==> src/rtl/cnt_arb_ctrl.sv <==
// cnt_arb_ctrl: two-requester round-robin arbiter in front of an N-bit counter.
// An accepted command either updates the count at once (STEP, CLEAR, LOAD)
// or starts a RUN that adds `arg` increments, one every DIV clocks.
//
// Handshake: a requester raises req[i] with cmd/arg and holds all three
// stable until it sees gnt[i] high for one cycle. cmd/arg are consumed at
// the same edge that raises gnt[i]. Requests are only looked at in IDLE
// while gnt is low, so there is always at least one cycle between grants.
// Requests made at any other time are ignored, not queued.
//
// DIV must lie in 1..255 so that the 8-bit prescaler can reach DIV-1.
module cnt_arb_ctrl #(
    parameter int N   = 4,
    parameter int DIV = 4
) (
    input  logic         clk,
    input  logic         rst,
    input  logic [1:0]   req,
    input  logic [1:0]   cmd0,
    input  logic [1:0]   cmd1,
    input  logic [N-1:0] arg0,
    input  logic [N-1:0] arg1,
    input  logic         abort,
    output logic [1:0]   gnt,
    output logic [N-1:0] count,
    output logic         busy,
    output logic         done,
    output logic         wrap,
    output logic         state_dbg_o
);

    localparam logic [1:0] CMD_STEP  = 2'b00;
    localparam logic [1:0] CMD_CLEAR = 2'b01;
    localparam logic [1:0] CMD_LOAD  = 2'b10;
    localparam logic [1:0] CMD_RUN   = 2'b11;

    localparam logic [7:0] PRESC_LAST = 8'(DIV - 1);

    typedef enum logic {
        S_IDLE = 1'b0,
        S_RUN  = 1'b1
    } state_t;

    state_t       state_q, state_d;
    logic [1:0]   gnt_q, gnt_d;
    logic [N-1:0] count_q, count_d;
    logic [N-1:0] remaining_q, remaining_d;
    logic [7:0]   presc_q, presc_d;
    logic         ptr_q, ptr_d;
    logic         done_q, done_d;
    logic         wrap_q, wrap_d;

    logic         arb_en;
    logic         win;
    logic [1:0]   win_cmd;
    logic [N-1:0] win_arg;
    logic [N-1:0] count_inc;
    logic         count_max;

    // A grant is only possible in IDLE and never in the cycle right after one.
    assign arb_en = (state_q == S_IDLE) && (gnt_q == 2'b00) && (req != 2'b00);

    // A lone requester wins outright; on a tie the pointer decides.
    assign win     = (req == 2'b11) ? ptr_q : req[1];
    assign win_cmd = win ? cmd1 : cmd0;
    assign win_arg = win ? arg1 : arg0;

    assign count_inc = count_q + N'(1);
    assign count_max = &count_q;

    // Next-state and registered-output logic for the IDLE/RUN controller.
    always_comb begin
        state_d     = state_q;
        gnt_d       = 2'b00;
        count_d     = count_q;
        remaining_d = remaining_q;
        presc_d     = presc_q;
        ptr_d       = ptr_q;
        done_d      = 1'b0;
        wrap_d      = 1'b0;

        case (state_q)
            S_IDLE: begin
                if (arb_en) begin
                    gnt_d = win ? 2'b10 : 2'b01;
                    ptr_d = ~win;
                    case (win_cmd)
                        CMD_STEP: begin
                            count_d = count_inc;
                            wrap_d  = count_max;
                        end
                        CMD_CLEAR: count_d = '0;
                        CMD_LOAD:  count_d = win_arg;
                        CMD_RUN: begin
                            if (win_arg == '0) begin
                                done_d = 1'b1;
                            end else begin
                                remaining_d = win_arg;
                                presc_d     = 8'd0;
                                state_d     = S_RUN;
                            end
                        end
                        default: count_d = count_q;
                    endcase
                end
            end

            S_RUN: begin
                if (abort) begin
                    // Abort wins over a due increment; the count is frozen.
                    state_d = S_IDLE;
                end else if (presc_q == PRESC_LAST) begin
                    presc_d     = 8'd0;
                    count_d     = count_inc;
                    wrap_d      = count_max;
                    remaining_d = remaining_q - N'(1);
                    if (remaining_q == N'(1)) begin
                        state_d = S_IDLE;
                        done_d  = 1'b1;
                    end
                end else begin
                    presc_d = presc_q + 8'd1;
                end
            end

            default: state_d = S_IDLE;
        endcase
    end

    // State and output registers; reset abandons any run without a done pulse.
    always_ff @(posedge clk or negedge rst) begin
        if (!rst) begin
            state_q     <= S_IDLE;
            gnt_q       <= 2'b00;
            count_q     <= '0;
            remaining_q <= '0;
            presc_q     <= 8'd0;
            ptr_q       <= 1'b0;
            done_q      <= 1'b0;
            wrap_q      <= 1'b0;
        end else begin
            state_q     <= state_d;
            gnt_q       <= gnt_d;
            count_q     <= count_d;
            remaining_q <= remaining_d;
            presc_q     <= presc_d;
            ptr_q       <= ptr_d;
            done_q      <= done_d;
            wrap_q      <= wrap_d;
        end
    end

    assign gnt         = gnt_q;
    assign count       = count_q;
    assign busy        = (state_q == S_RUN);
    assign done        = done_q;
    assign wrap        = wrap_q;
    assign state_dbg_o = (state_q == S_RUN);

endmodule

==> config.mk <==
export PLATFORM = sky130hd
export DESIGN_NAME = cnt_arb_ctrl
export DESIGN_NICKNAME = d
export VERILOG_FILES = /design/src/rtl/cnt_arb_ctrl.sv
export SDC_FILE = /design/constraint.sdc
export NUM_CORES = 1
export LEC_CHECK = 0
export BUFFER_PORTS_ARGS = -buffer_cell sky130_fd_sc_hd__buf_2
export CORE_MARGIN = 5
export CORE_UTILIZATION = 50
export CTS_CLUSTER_SIZE = 16
export DETAILED_ROUTE_END_ITERATION = 16
export GPL_ROUTABILITY_DRIVEN = 0
export HOLD_SLACK_MARGIN = 0.12
export PLACE_DENSITY = 0.8
export REMOVE_ABC_BUFFERS = 1
export SYNTH_ARGS = -nofsm -noshare
export SYNTH_HDL_FRONTEND = slang
export SYNTH_SLANG_ARGS = --single-unit
==> constraint.sdc <==
create_clock -name clk -period 7.2 [get_ports clk]
set_input_delay 0.36 -clock clk [delete_from_list [all_inputs] [get_ports clk]]
set_output_delay 0.36 -clock clk [all_outputs]
set_load 0.02 [all_outputs]
After elaboration in Yosys (flattened, before gate mapping)
Index checks and enable logic that the tools add are counted. W data, S select, Z words.

Register bits after elaboration: 22. Word-level logic and storage cells: 78. Output and inout bits: 10. Bits of input ports: 17.

Add/sub/neg operators: 3. Muxes and demuxes: 42. Bitwise operators: 2. Equality and inequality tests: 12. Reductions and logical operators: 11.

Operators by type and width (count): $mux W8 (5); $mux W4 (9); $mux W1 (17); $pmux W4 S2 (2); $pmux W8 S2 (1); $pmux W4 S3 (1); $reduce_and A4 Y1 (3); $add A8 B1 Y8 const B (1); $eq A8 B2 Y1 const B (1); $mux W2 (4); $eq A2 B2 Y1 const B (3); $ne A2 B2 Y1 const B (3); $pmux W1 S2 (3); $reduce_and A5 Y1 (1); $add A4 B1 Y4 const B (1); $eq A4 B1 Y1 const B (1); $logic_not A2 Y1 (2); $logic_not A4 Y1 (1); $ne A2 B1 Y1 const B (2); $ne A4 B1 Y1 const B (1); $sub A4 B1 Y4 const B (1); $eq A2 B1 Y1 const B (1); $logic_and A1 B1 Y1 (2); $not A1 Y1 (2); 2 further kinds (2).

Depth between registers and ports, before layout
Gate-level depths: netlist of run 1.

Depth in word-level cells: 8. Depth in mapped cells: 10. Mapped depth without buffers: 9.

Least setup slack after synthesis of run 1
No wires, ideal clock.

Kind: reg-to-reg. Start: register ptr_q. End: register count_q[0] (netlist: count[0]). Setup slack: 4.732 ns. Cell stages (with the launch flop): 10. Required time: 7.076 ns. Data arrival time: 2.344 ns. Setup time: 0.124 ns. Period minus slack after synthesis: 2.468 ns. Cells stage by stage: dfrtp_1 nand2b_1 and2_1 buf_2 mux2_2 ha_1 or3_4 a21boi_4 nor3_1 a211o_1.

Word-level cells in the longest chain between the ends: 6. Elaborated cells on any way between the ends: 11. Classes of those cells: 3 x eq/ne; 6 x mux; 2 x reduce/logical.

RTL lines: start: declaration (line 49) `logic ptr_q, ptr_d;`; start signal: assignment (line 147) `ptr_q <= ptr_d;`; $mux W1 (*) (line 64) `assign win = (req == 2'b11) ? ptr_q : req[1];`; $mux W2 (line 65) `assign win_cmd = win ? cmd1 : cmd0;`; $eq A2 B2 Y1, or another cell as far along (line 87) `case (win_cmd)`; $pmux W4 S3 (line 87); $mux W4 (line 84) `if (arb_en) begin`; $pmux W4 S2 (line 82) `case (state_q)`; end signal: assignment (line 144) `count_q <= count_d;`; end: declaration (line 46) `logic [N-1:0] count_q, count_d;`.

Mark *: on every way between the ends. The rest lies on a longest branch, timed or not. The select of a mux whose other input is x is not followed. A chain may end at the register's enable or synchronous reset.

Worst setup path after layout of run 1
Ends and elaborated chain as after synthesis.

==> impl_metrics.csv, run 1 <==
group,metric,value,unit
clock_network,clk_path_buf_depth,2,
sta,min_period_over_period,36.2,%
final_layout,area_delta_synth_final,13.9,%
die,die-area,3900,um2
die,initial_core_util,51.1,%
grt,grt_pass1_wl,5130,um
logic_synthesis,synthFlopType,"dfrtp_1",
pwr,leakagePower,0.751,nW
clock_network,cts.sinks,22,
sta,period_minus_slack,2.61,ns
final_layout,nets,186,
sta,worst_slack,4.59,ns
critical_path,required,7.42,ns
pwr,ir_worst_vdd,206,uV
sta,fmax,384,MHz
grt,gr-usage-met1,19.1,%
routing,first_iter_violations,39,
grt,overflow,0,
final_layout,drive_above_1_share,29.2,%
sta,final_hold_viol_count,0,
routing,vias,1077,
final_layout,fin_cells,192,
hold_path,hold_path_class,"in -> reg",
die,ioPinCount,27,
clock_network,cts_tree,"yes",
clock_network,htreeDepth,1,
routing,antenna_left,0,
grt,top_usage_layer,"met2",
logic_synthesis,ys_ff_latch,22,
routing,routed_wl,2900,um
clock_network,cts_root_buf,"clkbuf_4",
grt,antenna_found_initial,0,
critical_path,critPathCaptureType,"flip-flop",
sta,setup_viol,0,
placement,placed_cells,187,
routing,viasPerCell,5.61,
clock_network,clk_latency,0.32,ns
placement,place_area,1520,um2
sta,tightest_slew,0.567,ns
final_layout,mostFrequentLayoutCell,"buf_2",
logic_synthesis,syn_inst,133,
sta,slew_headroom,61.9,%
placement,dp_hpwl,2260,um
flow_run,drv_cap,0,
critical_path,critical_path_class,"reg -> reg",
final_layout,layout_common_cells,"buf_2 (26), dfrtp_1 (22), nor2_1 (13)",
critical_path,path_max_fanout,9,
placement,portBuffers,26,
pwr,powerDensity,296,nW/um2
clock_network,post_cts_resized,0,
die,core,2690,um2
logic_synthesis,ys_async_sr_fraction,100,%
logic_synthesis,ys_seq_area_share,40.1,%
logic_synthesis,synth_edf_count,0,
clock_network,path_clk_slew,0.13,ns
routing,drc,0,
placement,post-place-ws,4.52,ns
logic_synthesis,yosysUniqueCellTypes,42,
logic_synthesis,syn_area_per_cell,10.3,um2
sta,rsz0062_at_grt,"no",
die,fp-row-count,19,
status,status,"finished, final reports clean",
grt,grtUsageTotal,16.1,%
critical_path,startpoint_type,"flip-flop",
sta,finalMaxSlewViolations,0,
die,dieHeight,62.4,um
sta,fin_setup_tns,0,ns
grt,grt_max_degree,23,
final_layout,final_util,58.3,%
clock_network,cts_buffers,3,
routing,routedWlPerCell,15.1,um
grt,grt_util_met2,28.0,%
logic_synthesis,synth_area,1370,um2
final_layout,antenna_cells,0,
routing,first_pass_iters,4,
grt,grt_pass1_vias,1158,
critical_path,cp.arrival,2.82,ns
sta,clock_skew,0.00201,ns
grt,use_met3,2.88,%
logic_synthesis,synth_warnings,0,
die,chipWidth,62.4,um
final_layout,layout.cell_area.non_filler,1570,um2
synth_stat cells (2+ instances only):
cell type  instances  share of area, %
inv_1              6               1.6
nor3_1             2              0.73
nand3_1           10               3.6
o21ai_0           10               3.6
ha_1               7               6.4
nand4_1            2              0.91
mux2_2             4               3.3
and2_1             4               1.8
nand2b_1           3               1.4
nor2_1            13               3.6
xor2_1             6               3.8
o32a_1             2               1.5
dfrtp_1           22                40
nand2_1            7               1.9
nor4_4             2               3.1
mux2i_1            6               4.4
a21oi_1            2              0.73
through the flow:
| stage | power, W | hold slack [ns] |
|---|---|---|
| floorplan | 0.000335 | 0.0644 |
| global placement | 0.000382 | 0.342 |
| detailed placement | 0.000393 | 0.353 |
| CTS | 0.000465 | 0.347 |
| global route | 0.000500 | 0.384 |
| finish | 0.000463 | 0.359 |
sequential cells by signal, indices dropped and copies added, names as in the netlist:
name / count
presc_q: 8
count: 4
remaining_q: 4
gnt: 2
busy: 1
done: 1
ptr_q: 1
wrap: 1
worst paths after layout:
path | to | start | slack (ns) | cells past startpoint
min reg2reg | ptr_q | ptr_q | 0.52 | 2
max in group asynchronous | presc_q[2] | rst | 6.32 | 2
min | presc_q[0] | abort | 0.36 | 3
max | count[0] | ptr_q | 4.59 | 8
min in group asynchronous | count[2] | rst | 0.55 | 2
max reg2reg | count[0] | ptr_q | 4.59 | 8
layer usage:
layer | share of wire, % | routed length, um
met4 | 2.3 | 67
met3 | 3.4 | 98
met2 | 51 | 1480
met1 | 43 | 1250
met5 | 0 | 0
cell families after synthesis:
group	Yosys count	synth area share [%]
flops	22	40.1
xor+xnor	6	3.83
buf+inv	9	3.37
simple gates	56	25.9
mux	10	7.65
fa+ha+maj	7	6.37
compound gates	23	12.8
cell type report:
type                       instances  area, um2
clock buffer                       4       36.3
sequential                        22        551
tap                               31       38.8
inverter                           6       22.5
fill                             237       1120
timing repair buffer              27        140
multi-input combinational        102        777
report_power, final:
| part | switching (W) | internal, W |
|---|---|---|
| registers | 0.0000409 | 0.000157 |
| logic | 0.000108 | 0.0000857 |
| clock network | 0.0000402 | 0.0000309 |
critical path, cell delays in order, from the launching register on:
cell and delay [ns]:
dfrtp_1 0.36, nand2b_1 0.14, and2_1 0.28, mux2_2 0.40
ha_1 0.31, or3_4 0.41, a21boi_4 0.26, nor3_1 0.09
a211o_1 0.26
repair_timing:
action | in CTS | in global routing
setup buffers | 0 | 0
hold buffers | 1 | 0
setup endpoints to repair | 0 | 0
endpoints found under the hold margin | 22 | 0
(Power assumes the default switching activity.)
==> inputs of run 2 (changes only) <==
Settings changed: ABC_AREA from default to 1, PLACE_DENSITY 0.8 to 0.82.
Clock period 7.2 ns to 2.1 ns, I/O delays scaled along.
==> impl_metrics.csv, run 2 <==
group,metric,value,unit
status,status,"finished, final reports clean",
logic_synthesis,synth_warnings,0,
critical_path,cp.arrival,2.11,ns
critical_path,critical_path_class,"in -> reg",
grt,grt_pass1_vias,1210,
grt,antenna_found_initial,0,
flow_run,drv_cap,0,
clock_network,htreeDepth,1,
logic_synthesis,yosysMostFrequentCell,"nand2_1",
sta,period_minus_slack,1.84,ns
logic_synthesis,synth_top_family_by_area,"simple AND/OR/NAND/NOR gates",
logic_synthesis,ys_async_sr_fraction,100,%
grt,grtUsageTotal,16.0,%
sta,tightest_slew,0.491,ns
pwr,leakagePower,0.924,nW
final_layout,layout.cell_area.non_filler,1750,um2
critical_path,path_max_fanout,9,
die,initial_core_util,51.2,%
hold_path,min_path_cells,4,
logic_synthesis,syn_area_per_cell,7.54,um2
final_layout,area_delta_synth_final,14.7,%
routing,antenna_left,0,
pwr,powerDensity,929,nW/um2
placement,portBuffers,26,
sta,final_hold_viol_count,0,
critical_path,worst-r2r-cell-count,11,
die,chipWidth,65.2,um
logic_synthesis,ys_seq_area_share,36.1,%
logic_synthesis,synth_top_cells_by_area,"dfrtp_1 (36%), nand2_1 (13%), nand3_1 (8.5%), ha_1 (5.7%), nor2_1 (3.9%)",
sta,rsz0062_at_grt,"no",
logic_synthesis,synth_fa_ha_area_share,5.75,%
clock_network,cts.sinks,22,
grt,overflow,0,
die,die-area,4250,um2
sta,fmax,544,MHz
logic_synthesis,synthFlopType,"dfrtp_1",
final_layout,drive_above_1_share,25.3,%
clock_network,post_cts_resized,0,
final_layout,largest_reg_flops,8,
clock_network,path_clk_slew,0.14,ns
die,core,2980,um2
logic_synthesis,yosys-mux-area-fraction,0,%
placement,dp_hpwl,2310,um
routing,viasPerCell,5.17,
placement,place_area,1670,um2
pwr,ir_worst_vdd,473,uV
clock_network,cts_setup_buffers,0,
sta,min_period_over_period,87.6,%
routing,drc,0,
clock_network,clk_path_buf_depth,2,
logic_synthesis,ys_ff_latch,22,
logic_synthesis,synth_compound_area_share,6.32,%
clock_network,cts_buffers,3,
critical_path,r2r_slack,0.26,ns
clock_network,cts_tree,"yes",
logic_synthesis,synth_area,1520,um2
final_layout,top_register,"presc_q",
logic_synthesis,synth-simple-area-share,42.4,%
routing,routed_wl,3050,um
clock_network,hold_buffers,4,
clock_network,clk_latency,0.31,ns
routing,first_iter_violations,48,
critical_path,required,2.37,ns
critical_path,startpoint_type,"input port",
grt,grt_pass1_wl,5460,um
final_layout,antenna_cells,0,
critical_path,critPathCaptureType,"flip-flop",
logic_synthesis,syn_inst,202,
die,dieHeight,65.2,um
routing,routedWlPerCell,11.5,um
grt,grt_max_degree,23,
clock_network,cts_root_buf,"clkbuf_4",
hold_path,hold_path_class,"in -> reg",
sta,setup_viol,0,
final_layout,mostFrequentLayoutCell,"nand2_1",
logic_synthesis,synth_xor_area_share,2.87,%
routing,first_pass_iters,4,
die,fp-row-count,20,
logic_synthesis,yosysUniqueCellTypes,27,
sta,slew_headroom,67.3,%
sta,finalMaxSlewViolations,0,
final_layout,layout_common_cells,"nand2_1 (54), nand3_1 (26), buf_2 (26)",
routing,vias,1375,
logic_synthesis,yosys.area.top_type,"dfrtp_1",
die,ioPinCount,27,
sta,clock_skew,0.0141,ns
logic_synthesis,yosys-top-cells-count,"nand2_1 (54), nand3_1 (26), dfrtp_1 (22)",
pwr,p_total,0.00162,W
final_layout,nets,258,
logic_synthesis,synth_edf_count,0,
final_layout,num-fill-cells,250,
logic_synthesis,synth_top_area_share,36.1,%
sta,fin_setup_tns,0,ns
run 2: cell types whose count changed in the layout (fill, tap and decap cells not counted), sizes merged, moves of 3 or more:
| cell | delta |
|---|---|
| and2 | -4 |
| dlygate4sd3 | +3 |
| inv | +12 |
| mux2 | -4 |
| mux2i | -6 |
| nand2 | +59 |
| nand2b | -3 |
| nand3 | +18 |
| nand4 | +4 |
| nor2 | +7 |
| nor4 | -3 |
| o21ai | +3 |
run 2: metal layers:
layer	share of wire (%)	global-route usage (%)	routed length (um)
met4	1.3	4.92	40
met2	47	25.8	1430
met1	48	22.7	1470
met5	0	0	0
met3	3.6	1.20	111
run 2: cells by family after synthesis:
logic type	count (synthesis)
and+or+nand+nor	128
AOI/OAI and AO/OA	18
xor gates and xnor gates	5
DFF	22
buffers and inverters	22
adders and majority gates	7
run 2: worst paths after layout:
| path | start | end |
|---|---|---|
| hold reg to reg | remaining_q[1] | remaining_q[1] |
| max in group asynchronous | rst | presc_q[7] |
| min in group asynchronous | rst | remaining_q[3] |
| setup reg to reg | ptr_q | count[0] |
| setup / recovery | req[1] | count[0] |
| hold / removal | req[0] | gnt[1] |
run 2: layout make-up:
| class | instances | area, um2 | share of cell area [%] |
|---|---|---|---|
| sequential | 22 | 551 | 31.5 |
| clock buffer | 4 | 36.3 | 2.08 |
| tap | 33 | 41.3 | 2.36 |
| multi-input combinational | 158 | 875 | 50.0 |
| inverter | 18 | 67.6 | 3.87 |
| timing repair buffer | 31 | 178 | 10.2 |
run 2: metrics by stage:
step / util, % / instances / setup WS [ns] / hold WS [ns]
6_report: 58.7 / 266 / 0.260 / 0.198
3_5_place_dp: 56.1 / 258 / 0.301 / 0.0988
2_1_floorplan: - / 198 / 0.436 / -0.191
3_3_place_gp: 56.1 / 258 / 0.358 / 0.0968
4_1_cts: 58.7 / 266 / 0.269 / 0.193
5_1_grt: 58.7 / 266 / 0.0513 / 0.222
run 2: worst max-delay path: stages:
cell and delay, ns:
dlygate4sd3_1 0.52, buf_2 0.19, nand2_4 0.11, nand2_1 0.06
o21ai_0 0.14, ha_1 0.31, inv_1 0.05, nor2_1 0.27
nand3_1 0.13, o21ai_0 0.09, nand3_1 0.08, nand2_1 0.06
run 2: power breakdown:
group          total (W)  switching, W  internal (W)
sequential      0.000624      0.000103      0.000521
clock           0.000241      0.000135      0.000106
combinational   0.000758      0.000496      0.000262
total            0.00162      0.000734      0.000890
==> inputs of run 3 (changes only) <==
Settings changed: REMOVE_ABC_BUFFERS 1 to default.
==> impl_metrics.csv, run 3 (synthesis results as in run 2) <==
group,metric,value,unit
status,status,"finished, final reports clean",
sta,final_hold_viol_count,0,
sta,rsz0062_at_grt,"no",
final_layout,drive_above_1_share,25.0,%
routing,routedWlPerCell,11.8,um
critical_path,path_max_fanout,9,
clock_network,cts_setup_buffers,0,
hold_path,hold_path_class,"in -> reg",
flow_run,drv_cap,0,
final_layout,area_delta_synth_final,13.8,%
clock_network,post_cts_resized,0,
sta,fmax,526,MHz
clock_network,cts_root_buf,"clkbuf_4",
placement,post-place-ws,0.266,ns
grt,antenna_found_initial,0,
final_layout,antenna_cells,0,
sta,tightest_slew,0.495,ns
clock_network,cts_buffers,3,
routing,vias,1377,
critical_path,required,2.36,ns
sta,finalMaxSlewViolations,0,
clock_network,path_clk_slew,0.12,ns
final_layout,layout.cell_area.non_filler,1730,um2
routing,antenna_left,0,
final_layout,num-fill-cells,277,
grt,grt_pass1_wl,5600,um
sta,whs,0.196,ns
sta,worst_slack,0.200,ns
final_layout,layout_common_cells,"nand2_1 (54), nand3_1 (26), buf_2 (26)",
routing,drc,0,
placement,dp_hpwl,2360,um
clock_network,hold_buffers,4,
critical_path,cp_cell_sequence,"dlygate4sd3_1 > buf_2 > nand2_4 > nand2_1 > o21ai_0 > ha_1 > inv_1 > nor2_1 > nand3_1 > o21ai_0 > nand3_1 > nand2_1",
clock_network,clk_latency,0.31,ns
routing,viasPerCell,5.20,
sta,min_period_over_period,90.5,%
pwr,powerDensity,909,nW/um2
die,fp-row-count,20,
grt,grt_pass1_vias,1306,
die,ioPinCount,27,
clock_network,cts.sinks,22,
routing,first_pass_iters,4,
critical_path,critical_path_class,"in -> reg",
sta,setup_viol,0,
critical_path,crit_slowest_cell,"dlygate4sd3_1",
routing,first_iter_violations,116,
placement,place_area,1670,um2
critical_path,slowest_delay,0.53,ns
die,core,2980,um2
die,dieHeight,65.2,um
die,chipWidth,65.2,um
final_layout,final_util,58.2,%
die,die-area,4250,um2
pwr,leakagePower,0.917,nW
sta,fin_setup_tns,0,ns
die,initial_core_util,51.2,%
placement,portBuffers,26,
pwr,ir_worst_vdd,456,uV
final_layout,top_register,"presc_q",
final_layout,nets,258,
sta,period_minus_slack,1.90,ns
critical_path,startpoint_type,"input port",
sta,clock_skew,0.00498,ns
routing,routed_wl,3120,um
critical_path,path_buf_inv,3,
critical_path,cp.arrival,2.16,ns
clock_network,cts_tree,"yes",
grt,grtUsageTotal,16.7,%
critical_path,crit_family,"buffers and inverters",
sta,slew_headroom,67.0,%
final_layout,mostFrequentLayoutCell,"nand2_1",
clock_network,htreeDepth,1,
critical_path,critPathCaptureType,"flip-flop",
grt,grt_max_degree,23,
final_layout,largest_reg_flops,8,
clock_network,clk_path_buf_depth,2,
grt,overflow,0,
logic_synthesis,syn_nets,226,
==> run 3: cell count changes in the layout (fill, tap and decap cells not counted), sizes merged <==
cell | before | now
clkbuf | 4 | 3
==> run 3: per-stage QoR <==
step           instances  total power, W
6_report             265         0.00158
2_1_floorplan        202         0.00119
4_1_cts              265         0.00159
5_1_grt              265         0.00173
3_5_place_dp         258         0.00138
3_3_place_gp         258         0.00136
==> run 3: worst min-delay path, delay by kind of cell <==
family | cells | cell delay, ns
simple gates | 3 | 0.25
buf+inv | 1 | 0.12
==> run 3: worst paths after layout <==
path | startpoint | end | slack [ns] | cells after the start
worst max register to register | ptr_q | count[3] | 0.23 | 11
worst min register to register | remaining_q[1] | remaining_q[1] | 0.50 | 2
worst max-delay path | req[1] | count[3] | 0.20 | 12
worst min-delay path | req[0] | gnt[1] | 0.20 | 4
min in group asynchronous | rst | count[0] | 0.27 | 2
max in group asynchronous | rst | presc_q[7] | 1.49 | 2
==> run 3: routing by layer <==
metal | vias to the layer above | routed length (um) | global-route usage [%]
met3 | 5 | 107 | 1.54
met5 | - | 0 | 0
met1 | 627 | 1450 | 21.6
met4 | 0 | 57 | 6.22
met2 | 23 | 1510 | 28.8
li1 | 722 | - | -
==> run 3: final cells by class <==
cell class	count	area (um2)	area share, %
flip-flops and latches	22	551	31.7
inverters	18	67.6	3.90
well taps	33	41.3	2.38
multi-input cells	158	875	50.4
repair buffers	31	178	10.2
clock buffers	3	22.5	1.30
==> run 3: report_power, final <==
part / total (W) / switching (W) / internal [W]
registers: 0.000620 / 0.0000988 / 0.000522
logic: 0.000764 / 0.000501 / 0.000263
clock network: 0.000193 / 0.000126 / 0.0000672
total: 0.00158 / 0.000726 / 0.000852
